$ cat config.mk
export PLATFORM = sky130hd
export DESIGN_NAME = dd_incoming_0
export DESIGN_NICKNAME = d
export VERILOG_FILES = /design/src/rtl/dd_incoming_0.sv
export SDC_FILE = /design/constraint.sdc
export NUM_CORES = 2
export LEC_CHECK = 0
export CORE_AREA = 8 8 371 373
export CTS_CLUSTER_SIZE = 30
export DETAILED_ROUTE_END_ITERATION = 12
export DIE_AREA = 0 0 379 381
export PLACE_DENSITY = 0.67
export SETUP_SLACK_MARGIN = 0.05
export SLEW_MARGIN = 20
export SYNTH_ARGS = -nofsm -noshare
export SYNTH_HDL_FRONTEND = slang
export SYNTH_SLANG_ARGS = --single-unit
$ cat constraint.sdc
create_clock -name clk -period 7.16 [get_ports clk]
set_input_delay 1.432 -clock clk [delete_from_list [all_inputs] [get_ports clk]]
set_output_delay 1.432 -clock clk [all_outputs]
set_load 0.01 [all_outputs]
$ cat src/rtl/dd_incoming_0.sv
// Incoming-ack stage 0: validates cumulative/selective acks against the flow window and
// produces the updated acked/retransmit bitmaps through a two-stage, hazard-aware pipeline.
`ifndef FLOW_ID_W
`define FLOW_ID_W 16
`endif
`ifndef PKT_TYPE_W
`define PKT_TYPE_W 8
`endif
`ifndef PKT_DATA_W
`define PKT_DATA_W 16
`endif
`ifndef FLOW_SEQ_NUM_W
`define FLOW_SEQ_NUM_W 32
`endif
`ifndef TX_CNT_W
`define TX_CNT_W 8
`endif
`ifndef TIME_W
`define TIME_W 32
`endif
`ifndef FLOW_WIN_SIZE
`define FLOW_WIN_SIZE 128
`endif
`ifndef FLOW_WIN_IND_W
`define FLOW_WIN_IND_W 8
`endif
`ifndef FLAG_W
`define FLAG_W 1
`endif

module dd_incoming_0 #(
  parameter bit ENABLE_SACK = 1'b1
) (
  input  logic                       clk,
  input  logic                       rst_n,
  input  logic                       in_valid,
  output logic                       in_ready,
  input  logic [`FLOW_ID_W-1:0]      flow_id_in,
  input  logic [`PKT_TYPE_W-1:0]     pkt_type_in,
  input  logic [`PKT_DATA_W-1:0]     pkt_data_in,
  input  logic [`FLOW_SEQ_NUM_W-1:0] cumulative_ack_in,
  input  logic [`FLOW_SEQ_NUM_W-1:0] selective_ack_in,
  input  logic [`TX_CNT_W-1:0]       sack_tx_id_in,
  input  logic [`TIME_W-1:0]         now,
  input  logic [`FLOW_WIN_SIZE-1:0]  acked_wnd_in,
  input  logic [`FLOW_WIN_SIZE-1:0]  rtx_wnd_in,
  input  logic [`FLOW_WIN_IND_W-1:0] wnd_start_ind_in,
  input  logic [`FLOW_SEQ_NUM_W-1:0] wnd_start_in,
  input  logic [`FLOW_SEQ_NUM_W-1:0] next_new_in,
  output logic                       out_valid,
  input  logic                       out_ready,
  output logic [`FLOW_ID_W-1:0]      flow_id_out,
  output logic [`PKT_TYPE_W-1:0]     pkt_type_out,
  output logic [`PKT_DATA_W-1:0]     pkt_data_out,
  output logic [`FLOW_SEQ_NUM_W-1:0] cumulative_ack_out,
  output logic [`FLOW_SEQ_NUM_W-1:0] selective_ack_out,
  output logic [`TX_CNT_W-1:0]       sack_tx_id_out,
  output logic [`TIME_W-1:0]         now_out,
  output logic [`FLAG_W-1:0]         valid_selective_ack,
  output logic [`FLOW_WIN_IND_W-1:0] new_c_acks_cnt,
  output logic [`FLOW_SEQ_NUM_W-1:0] old_wnd_start_out,
  output logic [`FLOW_WIN_SIZE-1:0]  acked_wnd_out,
  output logic [`FLOW_WIN_SIZE-1:0]  rtx_wnd_out,
  output logic [`FLOW_WIN_IND_W-1:0] wnd_start_ind_out,
  output logic [`FLOW_SEQ_NUM_W-1:0] wnd_start_out
);

  localparam int unsigned WinSize = `FLOW_WIN_SIZE;
  localparam int unsigned IdxW    = $clog2(WinSize);
  localparam int unsigned IndW    = `FLOW_WIN_IND_W;
  localparam int unsigned SeqW    = `FLOW_SEQ_NUM_W;
  localparam int unsigned FlagW   = `FLAG_W;

  // Stage 1 state
  logic                       s1_valid_q;
  logic [`FLOW_ID_W-1:0]      s1_flow_q;
  logic [`PKT_TYPE_W-1:0]     s1_pkt_type_q;
  logic [`PKT_DATA_W-1:0]     s1_pkt_data_q;
  logic [SeqW-1:0]            s1_cack_q;
  logic [SeqW-1:0]            s1_sack_q;
  logic [`TX_CNT_W-1:0]       s1_tx_id_q;
  logic [`TIME_W-1:0]         s1_now_q;
  logic [WinSize-1:0]         s1_acked_q;
  logic [WinSize-1:0]         s1_rtx_q;
  logic [IndW-1:0]            s1_ind_q;
  logic [SeqW-1:0]            s1_ws_q;
  logic [SeqW-1:0]            s1_nn_q;
  logic                       s1_cack_ok_q;
  logic [IndW-1:0]            s1_cnt_q;

  logic                       s2_valid_q;

  logic                       s1_adv;
  logic                       hazard;
  logic                       cack_ok;
  logic [SeqW-1:0]            cack_diff;
  logic [IndW-1:0]            cnt;

  logic [SeqW-1:0]            wso;
  logic [IdxW-1:0]            ind_low;
  logic [SeqW-1:0]            sack_off;
  logic                       sack_ok;
  logic [IdxW-1:0]            sack_idx;
  logic [IdxW-1:0]            slot_off;
  logic [WinSize-1:0]         clr_mask;
  logic [WinSize-1:0]         acked_nxt;
  logic [WinSize-1:0]         rtx_nxt;

  assign out_valid = s2_valid_q;
  assign s1_adv    = s1_valid_q && (!s2_valid_q || out_ready);
  // Same-flow events must not overlap, otherwise the second would see stale window context.
  assign hazard    = (s1_valid_q && (s1_flow_q == flow_id_in)) ||
                     (s2_valid_q && (flow_id_out == flow_id_in));
  assign in_ready  = (!s1_valid_q || s1_adv) && !hazard;

  always_comb begin
    cack_ok   = (wnd_start_in < cumulative_ack_in) && (cumulative_ack_in <= next_new_in);
    cack_diff = cumulative_ack_in - wnd_start_in;
    cnt       = '0;
    if (cack_ok) begin
      cnt = (cack_diff >= SeqW'(WinSize)) ? IndW'(WinSize) : IndW'(cack_diff);
    end
  end

  always_comb begin
    wso      = s1_cack_ok_q ? s1_cack_q : s1_ws_q;
    ind_low  = IdxW'(s1_ind_q + s1_cnt_q);
    sack_off = s1_sack_q - wso;
    sack_ok  = ENABLE_SACK && (wso <= s1_sack_q) && (s1_sack_q < s1_nn_q) &&
               (sack_off < SeqW'(WinSize));
    sack_idx = IdxW'(sack_off) + ind_low;
    slot_off = '0;
    clr_mask = '0;
    // A slot is freed when its distance from the old window start is below the ack count.
    for (int i = 0; i < int'(WinSize); i++) begin
      slot_off    = IdxW'(IndW'(i) - s1_ind_q);
      clr_mask[i] = IndW'(slot_off) < s1_cnt_q;
    end
    acked_nxt = s1_acked_q & ~clr_mask;
    rtx_nxt   = s1_rtx_q & ~clr_mask;
    if (sack_ok) begin
      acked_nxt[sack_idx] = 1'b1;
    end
  end

  always_ff @(posedge clk or negedge rst_n) begin
    if (!rst_n) begin
      s1_valid_q    <= 1'b0;
      s1_flow_q     <= '0;
      s1_pkt_type_q <= '0;
      s1_pkt_data_q <= '0;
      s1_cack_q     <= '0;
      s1_sack_q     <= '0;
      s1_tx_id_q    <= '0;
      s1_now_q      <= '0;
      s1_acked_q    <= '0;
      s1_rtx_q      <= '0;
      s1_ind_q      <= '0;
      s1_ws_q       <= '0;
      s1_nn_q       <= '0;
      s1_cack_ok_q  <= 1'b0;
      s1_cnt_q      <= '0;
    end else if (in_valid && in_ready) begin
      s1_valid_q    <= 1'b1;
      s1_flow_q     <= flow_id_in;
      s1_pkt_type_q <= pkt_type_in;
      s1_pkt_data_q <= pkt_data_in;
      s1_cack_q     <= cumulative_ack_in;
      s1_sack_q     <= selective_ack_in;
      s1_tx_id_q    <= sack_tx_id_in;
      s1_now_q      <= now;
      s1_acked_q    <= acked_wnd_in;
      s1_rtx_q      <= rtx_wnd_in;
      s1_ind_q      <= wnd_start_ind_in;
      s1_ws_q       <= wnd_start_in;
      s1_nn_q       <= next_new_in;
      s1_cack_ok_q  <= cack_ok;
      s1_cnt_q      <= cnt;
    end else if (s1_adv) begin
      s1_valid_q    <= 1'b0;
    end
  end

  always_ff @(posedge clk or negedge rst_n) begin
    if (!rst_n) begin
      s2_valid_q          <= 1'b0;
      flow_id_out         <= '0;
      pkt_type_out        <= '0;
      pkt_data_out        <= '0;
      cumulative_ack_out  <= '0;
      selective_ack_out   <= '0;
      sack_tx_id_out      <= '0;
      now_out             <= '0;
      valid_selective_ack <= '0;
      new_c_acks_cnt      <= '0;
      old_wnd_start_out   <= '0;
      acked_wnd_out       <= '0;
      rtx_wnd_out         <= '0;
      wnd_start_ind_out   <= '0;
      wnd_start_out       <= '0;
    end else if (s1_adv) begin
      s2_valid_q          <= 1'b1;
      flow_id_out         <= s1_flow_q;
      pkt_type_out        <= s1_pkt_type_q;
      pkt_data_out        <= s1_pkt_data_q;
      cumulative_ack_out  <= s1_cack_q;
      selective_ack_out   <= s1_sack_q;
      sack_tx_id_out      <= s1_tx_id_q;
      now_out             <= s1_now_q;
      valid_selective_ack <= FlagW'(sack_ok);
      new_c_acks_cnt      <= s1_cnt_q;
      old_wnd_start_out   <= s1_ws_q;
      acked_wnd_out       <= acked_nxt;
      rtx_wnd_out         <= rtx_nxt;
      wnd_start_ind_out   <= {{(IndW - IdxW){1'b0}}, ind_low};
      wnd_start_out       <= wso;
    end else if (out_ready) begin
      s2_valid_q          <= 1'b0;
    end
  end

endmodule

==> summary.md <==
| Metric | Value |
|---|---|
| Die footprint | 144000 µm² |
| Placed cell areas | 63000 µm² |
| Slowest CP cell | nor4_1 |
| Reg clk slew, reported paths | 60 ps |
| Number of flops mapped to enable cells by yosys | 0 |
| Synth-to-Final Area Change | 29.9% |
| Worst Setup EP | in_ready |
| Commonest non-fill, non-tap cells in the layout | 959 x dfrtp_1, 955 x clkdlybuf4s50_1, 591 x mux2_2, 411 x ha_1, 345 x inv_1 |
| CTS tree | done |
| Top area cells in the synthesized netlist | dfrtp_1 47%, mux2_2 13%, ha_1 10% |
| CP Class | input port to primary output |
| Worst Tran Pin Value | 1180 ps |
| Max-cap violations | 0 |
| Post-CTS setup buffers | 0 |
| Global placement routability congestion | 0.940 |
| CP Cell Sequence | clkdlybuf4s50_1 -> xnor2_1 -> nand4_1 -> nor4_1 -> buf_4 -> o21ai_0 -> and2_1 -> clkdlybuf4s50_1 |
| Max Slew Vio Count | 0 |
| Clock group share of total power | 24.5% |
| Final Hold Fails | 0 |
| Worst endpoint required time | 5730 ps |
| Fin worst setup slack | 1540 ps |
| Post-Syn Instances | 4722 |
| Leak | 28.9 nW |
| First-pass GRT wire length | 290000 µm |
| Crit path largest cell delay | 620 ps |
| Reg2reg path depth | 18 |
| Gr usage total | 26.9% |
| Psw | 9.57 mW |
| PwrDens | 364 nW/µm² |
| Most common cell after layout, fill and taps aside | dfrtp_1 |
| #FFs+latches synth | 962 |
| CP startpoint | flow_id_in[12] |
| Number of routed nets with antenna violations | 0 |
| Placed Instances | 7262 |
| Prevailing post-synth register cell | dfrtp_1 |
| Initial antenna violation count | 35 |
| Slew margin rel. | 21.5% |
| Clock Sinks | 962 |
| Detailed-placement wirelength estimate | 155000 µm |
| Avg Synthesized Cell Area | 10.9 µm² |
| Cell-internal power | 14.8 mW |
| Die W | 379 µm |
| Clock Path Buffers | 3 |
| Worst ir drop on vdd | 0.287 mV |
| Post-synth top area share | 46.7% |
| Fraction of registers with async set/reset | 100% |
| Worst Min Path Start | s1_nn_q[26]$_DFFE_PN0P_ |
| FF-to-FF setup slack | 1630 ps |
| # fillers | 12000 |
| Synth unique cells | 88 |
| TritonCTS buffer count | 108 |
| Final critical-path share of the clock period | 78.5% |
| Cts hold-fix bufs | 0 |
| Dpl ws | 1440 ps |
| Status | finished, final reports clean |
| DR vias | 41200 |
| Total grt overflow | 0 |
| Worst hold path type | register to register |
| Per-cell routed wire length | 26.9 µm |
| CORE AREA | 132000 µm² |
| Reg-to-reg endpoint | acked_wnd_out[102]$_DFFE_PN0P_ |
| Worst setup EP type | primary output |
| Starting density of the core | 39.0% |
| # H-tree levels | 3 |
| Worst-Skew Late Latency | 740 ps |
| Clock Skew | 40.0 ps |
| Logic pwr share | 44.0% |
| Routed WL | 201000 µm |
| Yosys top cell by area | dfrtp_1 |
| Synth warn | 0 |
| Final Non-Filler Cells | 7485 |
| Crit path launch type | input port |
| FMAX | 178 MHz |
| Setup TNS | 0 ps |
| Sequential share of power | 31.5% |
| CP Max Fanout | 3 |
| DRC | 0 |
| IO buf count | 956 |
| Power Total | 24.3 mW |
| Final Util | 50.7% |
| PostCTS Resize Cnt | 0 |
| 1st-pass router iterations | 6 |
| Cell Area, Synth | 51500 µm² |
| Mapped Nets | 5614 |
| Number of global-route vias before repair | 42100 |
| Starting DRT DRC Count | 2925 |
| Signal arrival time at the worst endpoint | 4190 ps |
| Design area | 66900 µm² |
| Register area share after synthesis | 46.7% |
| Fin nets | 6496 |
| Hold WS | 477 ps |
| Vias per cell | 5.50 |
| Most used cell, CP | clkdlybuf4s50_1 |
| Die height | 381 µm |
| Pin count of the biggest net entering global routing | 160 |
| Switching Fraction | 39.3% |
| Ports | 959 |
| Layout cells sized above 1 | 15.8% |
| Setup violations, final | 0 |
| Reg2reg start | s1_cack_ok_q$_DFFE_PN0P_ |
| Minimum clock period | 5620 ps |
| RSZ-0062 raised after global routing | false |
| Clk root buf | clkbuf_16 |
| Row Count | 134 |
## how the worst min path moves through the flow
| stage | to | slack (ps) | depth (start not counted) |
|---|---|---|---|
| after detailed placement | rtx_wnd_out[14]$_DFFE_PN0P_ | 470 | 1 |
| after CTS | rtx_wnd_out[121]$_DFFE_PN0P_ | 480 | 1 |
| after global routing | rtx_wnd_out[121]$_DFFE_PN0P_ | 490 | 1 |
| after global placement | s1_nn_q[21]$_DFFE_PN0P_ | 460 | 2 |
| after floorplan | s1_nn_q[10]$_DFFE_PN0P_ | 450 | 2 |
| final | s1_nn_q[26]$_DFFE_PN0P_ | 480 | 2 |
## layout make-up
cell class	count	area (µm²)	share of cell area, %
tap	1768	2210	3.31
multi-input combinational	3157	25200	37.7
clock buffer	154	3150	4.70
sequential	962	24100	36.0
timing repair buffer	1025	10200	15.2
antenna	21	52.6	0.0785
inverter	350	1320	1.97
clock inverter	48	717	1.07
## power by group through the flow
stage	logic (mW)	clock network, mW	registers [mW]
final	10.7	5.97	7.67
after CTS	10.8	6.06	7.67
after detailed placement	10.7	0	7.74
after global routing	11.5	6.26	7.82
after floorplan	4.81	0	7.98
after global placement	10.6	0	7.69
## layer usage
layer / wire length (µm) / track usage [%] / part of all wire, % / up-vias
met1: 78000 / 32.5 / 39 / 20700
met3: 17100 / 7.51 / 8.5 / 325
li1: - / - / - / 18700
met4: 8930 / 11.0 / 4.4 / 16
met5: 109 / 0 / 0.054 / -
met2: 97100 / 45.2 / 48 / 1446
## sequential cells by signal, summed over array words and instances, names as in the netlist, 128 cells and up
signal,flops
acked_wnd_out,128
s1_acked_q,128
s1_rtx_q,128
rtx_wnd_out,128
## cells by family (layout without fill, tap and decap cells)
logic type	Yosys count	in the layout	synth area share [%]
compound gates	1183	1183	14.8
flops	962	962	46.7
simple gates	743	743	6.90
mux	629	629	13.7
buf+inv	603	1577	4.56
fa+ha+maj	416	416	10.2
xor+xnor	185	185	3.20
other cells	1	22	0.00728
## cell usage after synthesis (8+ instances only)
cell type,count
o21a_1,12
dfrtp_1,962
o41ai_1,9
buf_4,11
inv_1,347
xor2_1,19
and3_1,8
buf_2,22
buf_1,24
nand4_1,101
nand2b_1,26
a21boi_0,42
clkbuf_1,188
xnor2_1,164
a22o_1,131
o2111ai_1,8
nand2_1,262
nor3_1,44
o21bai_1,13
nor4_1,17
nor2_1,127
a22oi_1,130
o211ai_1,19
a211oi_1,10
or3_1,11
mux2i_1,38
o21ai_0,277
a21o_1,92
ha_1,411
mux2_2,591
o31ai_1,8
o21ai_1,115
nor2b_1,18
a31oi_1,14
a21oi_1,243
nand3_1,103
## worst max-delay path: cells and delay by family
kind | cells | cell delay [ps]
buffers and inverters | 3 | 1210
xor gates and xnor gates | 1 | 360
and+or+nand+nor | 3 | 1020
AOI/OAI and AO/OA | 1 | 150
Power figures use the tool's default switching activity.
